### src/rtl/fifo_reader.sv
// Read-side engine for a 16x8 synchronous FIFO: issues reads, absorbs the one-cycle
// read latency in a 2-entry skid buffer and streams bytes out on valid/ready.
module fifo_reader #(
  parameter int DATA_W = 8,
  parameter int CNT_W  = 16
) (
  input  logic              clk,
  input  logic              rst,
  input  logic              en,
  input  logic              flush,
  input  logic              fifo_empty,
  input  logic [DATA_W-1:0] fifo_dout,
  output logic              fifo_re,
  output logic [DATA_W-1:0] m_data,
  output logic              m_valid,
  input  logic              m_ready,
  output logic              busy,
  output logic [CNT_W-1:0]  rd_count
);

  localparam logic [1:0] ST_IDLE  = 2'd0;
  localparam logic [1:0] ST_RUN   = 2'd1;
  localparam logic [1:0] ST_FLUSH = 2'd2;

  logic [1:0]        state_r, state_s;
  logic [1:0]        occ_r, occ_s;
  logic              pend_r, pend_s;
  logic [DATA_W-1:0] buf0_r, buf0_s;
  logic [DATA_W-1:0] buf1_r, buf1_s;
  logic [CNT_W-1:0]  count_r;
  logic              pop_s;
  logic              re_s;
  logic [2:0]        level_s;

  // Projected occupancy after this edge; a new read is only allowed if it still fits.
  assign pop_s   = (occ_r != 2'd0) & m_ready;
  assign level_s = {1'b0, occ_r} + {2'b00, pend_r} - {2'b00, pop_s};
  assign re_s    = rst & (state_r == ST_RUN) & en & ~flush & ~fifo_empty & (level_s <= 3'd1);

  assign fifo_re  = re_s;
  assign m_data   = buf0_r;
  assign m_valid  = (occ_r != 2'd0);
  assign busy     = (occ_r != 2'd0) | pend_r;
  assign rd_count = count_r;

  // Next-state for FSM, skid buffer and pending-read flag; flush overrides everything.
  always_comb begin
    state_s = state_r;
    occ_s   = occ_r;
    pend_s  = pend_r;
    buf0_s  = buf0_r;
    buf1_s  = buf1_r;
    if (flush) begin
      state_s = ST_FLUSH;
      occ_s   = 2'd0;
      pend_s  = 1'b0;
    end else begin
      pend_s = re_s;
      occ_s  = level_s[1:0];
      case ({pend_r, pop_s})
        2'b10: begin
          if (occ_r == 2'd0) begin
            buf0_s = fifo_dout;
          end else begin
            buf1_s = fifo_dout;
          end
        end
        2'b01: buf0_s = buf1_r;
        2'b11: begin
          // Head leaves while a word lands: it goes straight to the head if the buffer held one.
          if (occ_r == 2'd1) begin
            buf0_s = fifo_dout;
          end else begin
            buf0_s = buf1_r;
            buf1_s = fifo_dout;
          end
        end
        default: buf0_s = buf0_r;
      endcase
      case (state_r)
        ST_IDLE: begin
          if (en) begin
            state_s = ST_RUN;
          end else begin
            state_s = ST_IDLE;
          end
        end
        ST_RUN: begin
          if (!en && (occ_r == 2'd0) && !pend_r) begin
            state_s = ST_IDLE;
          end else begin
            state_s = ST_RUN;
          end
        end
        ST_FLUSH: begin
          occ_s  = 2'd0;
          pend_s = 1'b0;
          if (en) begin
            state_s = ST_RUN;
          end else begin
            state_s = ST_IDLE;
          end
        end
        default: state_s = ST_IDLE;
      endcase
    end
  end

  // State, buffer and delivered-byte counter registers.
  always_ff @(posedge clk or negedge rst) begin
    if (!rst) begin
      state_r <= ST_IDLE;
      occ_r   <= 2'd0;
      pend_r  <= 1'b0;
      buf0_r  <= {DATA_W{1'b0}};
      buf1_r  <= {DATA_W{1'b0}};
      count_r <= {CNT_W{1'b0}};
    end else begin
      state_r <= state_s;
      occ_r   <= occ_s;
      pend_r  <= pend_s;
      buf0_r  <= buf0_s;
      buf1_r  <= buf1_s;
      if (!flush && pop_s) begin
        count_r <= count_r + {{(CNT_W-1){1'b0}}, 1'b1};
      end else begin
        count_r <= count_r;
      end
    end
  end

endmodule
### config.mk
export PLATFORM = sky130hd
export DESIGN_NAME = fifo_reader
export DESIGN_NICKNAME = d
export VERILOG_FILES = /design/src/rtl/fifo_reader.sv
export SDC_FILE = /design/constraint.sdc
export NUM_CORES = 1
export LEC_CHECK = 0
export CAP_MARGIN = 20
export CORE_MARGIN = 1
export CORE_UTILIZATION = 51
export CTS_BUF_LIST = sky130_fd_sc_hd__clkbuf_8
export CTS_CLUSTER_DIAMETER = 80
export DETAILED_ROUTE_END_ITERATION = 10
export GPL_TIMING_DRIVEN = 0
export PLACE_DENSITY = 0.78
export SETUP_SLACK_MARGIN = 0.3
export SLEW_MARGIN = 25
export SYNTH_ARGS = -nofsm -noshare
export SYNTH_HDL_FRONTEND = slang
export SYNTH_SLANG_ARGS = --single-unit
### constraint.sdc
create_clock -name clk -period 4.9 [get_ports clk]
set_input_delay 1.47 -clock clk [delete_from_list [all_inputs] [get_ports clk]]
set_output_delay 1.47 -clock clk [all_outputs]
set_load 0.05 [all_outputs]
==> results.md, run 1 <==
* Post-synth top cells: dfrtp_1, nor2_1, xnor2_1, a22oi_1, mux2_1
* Slowest cell on the critical path: fa_1
* Power Total at slightly below 800 µW
* Sequential share of the synthesized area at 52.8%
* Cell row count at 20
* Synth Flop Type: dfrtp_1
* Final HPWL DP at 2600 µm
* Clk buf depth at 2
* Most frequent cell after synthesis: dfrtp_1
* Die height at 60.6 µm
* Final min period at 4.89 ns
* Worst setup EP type: output pin
* Crit path max fanout at 2
* Cell area after placement at 2240 µm²
* Synth warn at 0
* Num CTS Buffers at 5
* Clock Skews at 0.0113 ns
* IO Pins at 41
* Clk sinks at 37
* Critical path arrival at about 3.4 ns
* Post-synth ARST share at 100%
* Post-Place Worst Slack at -1.17 ns
* Least-Margin Pin Slew at 0.510 ns
* # Max-Cap Violations at 0
* Pin count of the biggest net entering global routing at 24
* Number of synthesized flops with an enable pin at 0
* Setup TNS at 0 ns
* DR vias/cell at 5.33
* Pwr dens at between 300 and 400 nW/µm²
* Total gr overflow at 0
* Initial Util at 55.6%
* CP most frequent cell: inv_2
* Routed wire length at 3770 µm
* Die ar. at 3680 µm²
* Layout Area Growth over Synthesis at 38.1%
* Post-Synthesis Cells at 145
* Share of the synthesized area in the top cell type at 52.8%
* DRC Markers at 0
* GR Util All Layers at 24.5%
* Class of the worst hold path: flip-flop to flip-flop
* Initial antenna violation count at 0
* I/O Buffers at 40
* CTS tree: built
* Final net count at 217
* Root Driver: clkbuf_8
* Peak supply drop at between 0.00015 and 0.0002 V
* CP Class: input pin to output pin
* Slew Limit Fails at 0
* CP Launch Type: input pin
* Final WS setup at 0.0129 ns
* Final Hold Vio Count at 0
* Worst Path Required at between 3 and 4 ns
* H-tree Lvls at 2
* Layout cells sized above 1 at 18.7%
* Final setup viols at 0
* Mapped Area at 1750 µm²
* GP Congestion at 0.785
* Highest clock rate at 205 MHz
* Hold_buf cts at 0
* ANT cells at 0
* Dominant cell type by area after synthesis: dfrtp_1
* Crit-path max cell delay at 0.53 ns
* Final Cell Area at 2420 µm²
* Synthesized Nets at about 170
* Status: complete, no violations
* Netlist cell types at 36
* Slew Limit Headroom at 65.9%
* Per-cell routed wire length at 15.6 µm
* Drt first pass iters at 4
* Clk pin slew, worst setup/hold paths at 0.07 ns
* First-pass GRT wire length at roughly 6400 µm
* Die X at 60.6 µm
* Yosys reg bits at 37
* Tcrit/Tclk final at around 100%
* Vias at ~1,300
* Area contributors post-synth: dfrtp_1, xnor2_1, mux2_1, ha_1, a22oi_1
* Vias in the first global route at ~1,400
* Final ANT Viol Nets at 0
* Core Box Area at 3150 µm²
* P_leak at around 0.0011 µW
* Initial DRC Count at 42
* RSZ-0062 raised after global routing: yes
* Worst path cell trace: buf_6 > o21ai_4 > inv_2 > ha_4 > inv_2 > ha_4 > inv_2 > fa_1 > nor4bb_2 > nand4b_1 > nor2_4 > buf_8
* Syn Area/Cell at 12.1 µm²
* Hold_ws at 0.470 ns
* Clk_lat worst skew at 0.29 ns
## worst max-delay path, delay by kind of cell
family / cells / cell delay, ns
and+or+nand+nor: 3 / 0.61
adders and majority gates: 3 / 0.86
AOI/OAI and AO/OA: 1 / 0.06
buffers and inverters: 5 / 0.41
## worst paths after layout
| kind | from | end | slack, ns | cells past startpoint |
|---|---|---|---|---|
| max | m_ready | fifo_re | 0.01 | 12 |
| min | state_r[1]$_DFF_PN0_ | state_r[0]$_DFF_PN0_ | 0.47 | 1 |
| max reg2reg | occ_r[0]$_DFF_PN0_ | pend_r$_DFF_PN0_ | 2.39 | 11 |
| min reg2reg | state_r[1]$_DFF_PN0_ | state_r[0]$_DFF_PN0_ | 0.47 | 1 |
| max in group asynchronous | rst | rd_count[13]$_DFFE_PN0P_ | 3.36 | 2 |
| min in group asynchronous | rst | rd_count[5]$_DFFE_PN0P_ | 1.09 | 1 |
## sequential cells by signal (all words and copies together) (netlist names)
signal / count
pend_r: 1
m_data: 8
occ_r: 2
state_r: 2
rd_count: 16
buf1_r: 8
## stage by stage
stage	utilization, %	std cells
after floorplan	-	145
after global placement	70.3	229
after detailed placement	71.0	230
after CTS	76.6	241
after global routing	76.8	242
final	76.8	242
## layer usage
| layer | wire length, µm | vias to the layer above | share of wire (%) | global-route usage, % |
|---|---|---|---|---|
| met4 | 38 | 0 | 1.0 | 8.77 |
| met2 | 1890 | 35 | 50 | 42.5 |
| met3 | 184 | 4 | 4.9 | 5.12 |
| li1 | - | 616 | - | - |
| met1 | 1650 | 634 | 44 | 30.2 |
| met5 | 0 | - | 0 | 0 |
## layout make-up
class	instances	area (µm²)
Buffer	3	27.5
Clock buffer	5	68.8
Clock inverter	3	46.3
Fill cell	220	731
Inverter	4	15.0
Multi-Input combinational cell	101	825
Sequential cell	37	926
Tap cell	44	55.1
Timing Repair Buffer	45	459
## cell families after synthesis
family / count (synthesis) / synth area share [%]
muxes: 11 / 7.13
and+or+nand+nor: 46 / 14.9
xor gates and xnor gates: 16 / 7.99
DFF: 37 / 52.8
AOI/OAI and AO/OA: 22 / 10.1
adders and majority gates: 6 / 4.71
buffers and inverters: 7 / 2.42
## what timing repair did
action,in CTS,in global routing
resized for setup,19,0
buffers inserted,3,1
setup endpoints to repair,1,1
pin swaps,3,3
## placed cells by master (no fill, tap or decap), types with 2 or more instances in the layout
cell type,synthesis,layout
clkdlybuf4s50_1,0,37
nand2_1,7,7
a21oi_2,2,2
nor2_1,13,12
nand4_1,3,3
and3_1,4,4
ha_1,5,3
clkbuf_8,0,5
a21oi_1,7,7
buf_6,2,3
nand3_1,5,5
xnor2_1,12,12
ha_4,0,2
buf_2,1,2
xor2_1,4,4
nor3_1,3,3
buf_4,0,4
mux2_1,8,8
inv_2,0,3
dfrtp_1,37,37
o21ai_4,2,2
a22oi_1,8,8
## report_power, final
group / switching (µW) / leakage (µW) / internal (µW)
Clock: 113 / 0.0000543 / 152
Combinational: 105 / 0.000536 / 60.9
Sequential: 16.6 / 0.000492 / 331
Total: 235 / 0.00108 / 544
No activity file was read; power rests on OpenSTA's default activity.
==> run 2, diff against run 1 <==
- RECOVER_POWER: default -> 100
==> run 2 against run 1 <==
Compared with the run above: cell count stayed put; clock skew hardly changed; sequential cell count stayed put; maximum frequency hardly changed; combinational power hardly changed; sequential share of layout area is 0.30 points higher; global-route usage stayed put; register-to-register slack hardly changed; sequential power hardly changed; critical path type unchanged; largest power group unchanged.
==> results.md, run 2 (synthesized netlist as in run 1, its figures left out) <==
* Power Total at 774 µW (was 778 µW)
* Final Non-Filler Cells at 242 (unchanged)
* Initial Util at 55.6% (unchanged)
* Clk buf depth at 2 (unchanged)
* Final ANT Viol Nets at 0 (unchanged)
* Slowest cell on the critical path: fa_1 (unchanged)
* Clk pin slew, worst setup/hold paths at 0.07 ns (about the same)
* Worst path cell trace: buf_6 > o21ai_4 > inv_2 > ha_4 > inv_2 > ha_4 > inv_2 > fa_1 > nor4bb_2 > nand4b_1 > nor2_4 > buf_8 (unchanged)
* First-pass GRT wire length at 6410 µm (unchanged)
* Final min period at 4.89 ns (about the same)
* DRC Markers at 0 (unchanged)
* Die height at 60.6 µm (unchanged)
* CTS tree: built (unchanged)
* Final HPWL DP at 2600 µm (unchanged)
* Clk_lat worst skew at 0.29 ns (about the same)
* Root Driver: clkbuf_8 (unchanged)
* Final net count at 217 (unchanged)
* Num CTS Buffers at 5 (unchanged)
* Die X at 60.6 µm (unchanged)
* Core Box Area at 3150 µm² (unchanged)
* Inst Count DP at 230 (unchanged)
* ANT cells at 0 (unchanged)
* Worst Path Required at 3.43 ns (about the same)
* CP Class: input pin to output pin (unchanged)
* Tcrit/Tclk final at 99.8% (was 99.7%)
* I/O Buffers at 40 (unchanged)
* DR vias/cell at 5.30 (was 5.33)
* Vias in the first global route at 1,376 (unchanged)
* Commonest non-fill, non-tap cell in the layout: dfrtp_1
* IO Pins at 41 (unchanged)
* Drt first pass iters at 6 (was 4)
* Per-cell routed wire length at 15.4 µm (was 15.6 µm)
* Max reg flops at 16 (unchanged)
* P_leak at 0.00107 µW (was 0.00108 µW)
* Status: complete, no violations (unchanged)
* Crit-path max cell delay at 0.53 ns (about the same)
* CP Launch Type: input pin (unchanged)
* Pin count of the biggest net entering global routing at 24 (unchanged)
* Final Hold Vio Count at 0 (unchanged)
* Vias at 1,282 (was 1,289)
* Hold_ws at 0.469 ns (was 0.470 ns)
* Initial DRC Count at 53 (was 42)
* Least-Margin Pin Slew at 0.910 ns (was 0.510 ns)
* Final setup viols at 0 (unchanged)
* Initial antenna violation count at 0 (unchanged)
* Final core utilization at 76.2% (was 76.8%)
* RSZ-0062 raised after global routing: yes (unchanged)
* GP Congestion at 0.785 (unchanged)
* Worst setup EP type: output pin (unchanged)
* Layout Area Growth over Synthesis at 37.0% (was 38.1%)
* Peak supply drop at 0.000199 V (about the same)
* Critical path arrival at 3.42 ns (about the same)
* Clock Skews at 0.0112 ns (was 0.0113 ns)
* Layout cells sized above 1 at 17.7% (was 18.7%)
* Hold_buf cts at 0 (unchanged)
* CP most frequent cell: inv_2 (unchanged)
* GR Util All Layers at 24.5% (unchanged)
* Most frequent cells in the layout: dfrtp_1, clkdlybuf4s50_1, nor2_1, xnor2_1 (unchanged)
* Routed wire length at 3740 µm (was 3770 µm)
* Die ar. at 3680 µm² (unchanged)
* Cell row count at 20 (unchanged)
* Post-Place Worst Slack at -1.17 ns (unchanged)
* Slew Limit Headroom at 38.8% (was 65.9%)
* H-tree Lvls at 2 (unchanged)
* Pwr dens at 322 nW/µm² (was 321 nW/µm²)
* Slew Limit Fails at 0 (unchanged)
* Clk sinks at 37 (unchanged)
* Class of the worst hold path: flip-flop to flip-flop (unchanged)
* # Max-Cap Violations at 0 (unchanged)
* Crit path max fanout at 2 (unchanged)
* Highest clock rate at 205 MHz (about the same)
* Final WS setup at 0.0115 ns (was 0.0129 ns)
* Total gr overflow at 0 (unchanged)
==> run 2: cell types whose count changed in the layout (fill, tap and decap cells not counted), sizes merged <==
cell           change
dlygate4sd3        +1
clkdlybuf4s50      -1
==> run 2: worst paths after layout <==
kind | startpoint | to | slack [ns] | depth (start not counted)
min in group asynchronous | rst | rd_count[5]$_DFFE_PN0P_ | 1.10 | 1
min | state_r[1]$_DFF_PN0_ | state_r[0]$_DFF_PN0_ | 0.47 | 1
max in group asynchronous | rst | rd_count[13]$_DFFE_PN0P_ | 3.36 | 2
min reg2reg | state_r[1]$_DFF_PN0_ | state_r[0]$_DFF_PN0_ | 0.47 | 1
max | m_ready | fifo_re | 0.01 | 12
max reg2reg | occ_r[0]$_DFF_PN0_ | pend_r$_DFF_PN0_ | 2.39 | 11
==> run 2: worst max-delay path: cells and delay by family <==
family | cells | cell delay, ns
compound gates | 1 | 0.06
simple gates | 3 | 0.61
fa+ha+maj | 3 | 0.86
buf+inv | 5 | 0.42
==> run 2: routing by layer <==
layer / GRT usage, % / vias to the layer above / share of wire [%]
met3: 5.12 / 2 / 5.1
met2: 42.5 / 36 / 51
met4: 8.77 / 0 / 0.64
met1: 30.2 / 627 / 43
met5: 0 / - / 0
li1: - / 617 / -
==> run 2: metrics by stage <==
stage	setup TNS, ns	instance area, µm²
after floorplan	0	1760
after global placement	-1.20	2220
after detailed placement	-1.17	2240
after CTS	0	2410
after global routing	-0.0865	2400
final	0	2400
==> run 2: area by class of cell <==
class / instances / area [µm²]
Clock inverter: 3 / 46.3
Multi-Input combinational cell: 101 / 806
Inverter: 4 / 15.0
Tap cell: 44 / 55.1
Sequential cell: 37 / 926
Timing Repair Buffer: 45 / 459
Buffer: 3 / 27.5
Clock buffer: 5 / 68.8
Fill cell: 224 / 749
==> run 2: timing repair <==
action	4_1_cts	5_1_grt
gates resized for setup	19	0
setup buffers	3	1
endpoints found under the setup margin	1	1
pin swaps	3	3
==> run 2: power by group <==
| group | internal [µW] | switching, µW | leakage (µW) | total (µW) |
|---|---|---|---|---|
| logic | 60.8 | 105 | 0.000526 | 165 |
| registers | 331 | 16.6 | 0.000492 | 347 |
| clock network | 152 | 109 | 0.0000543 | 262 |
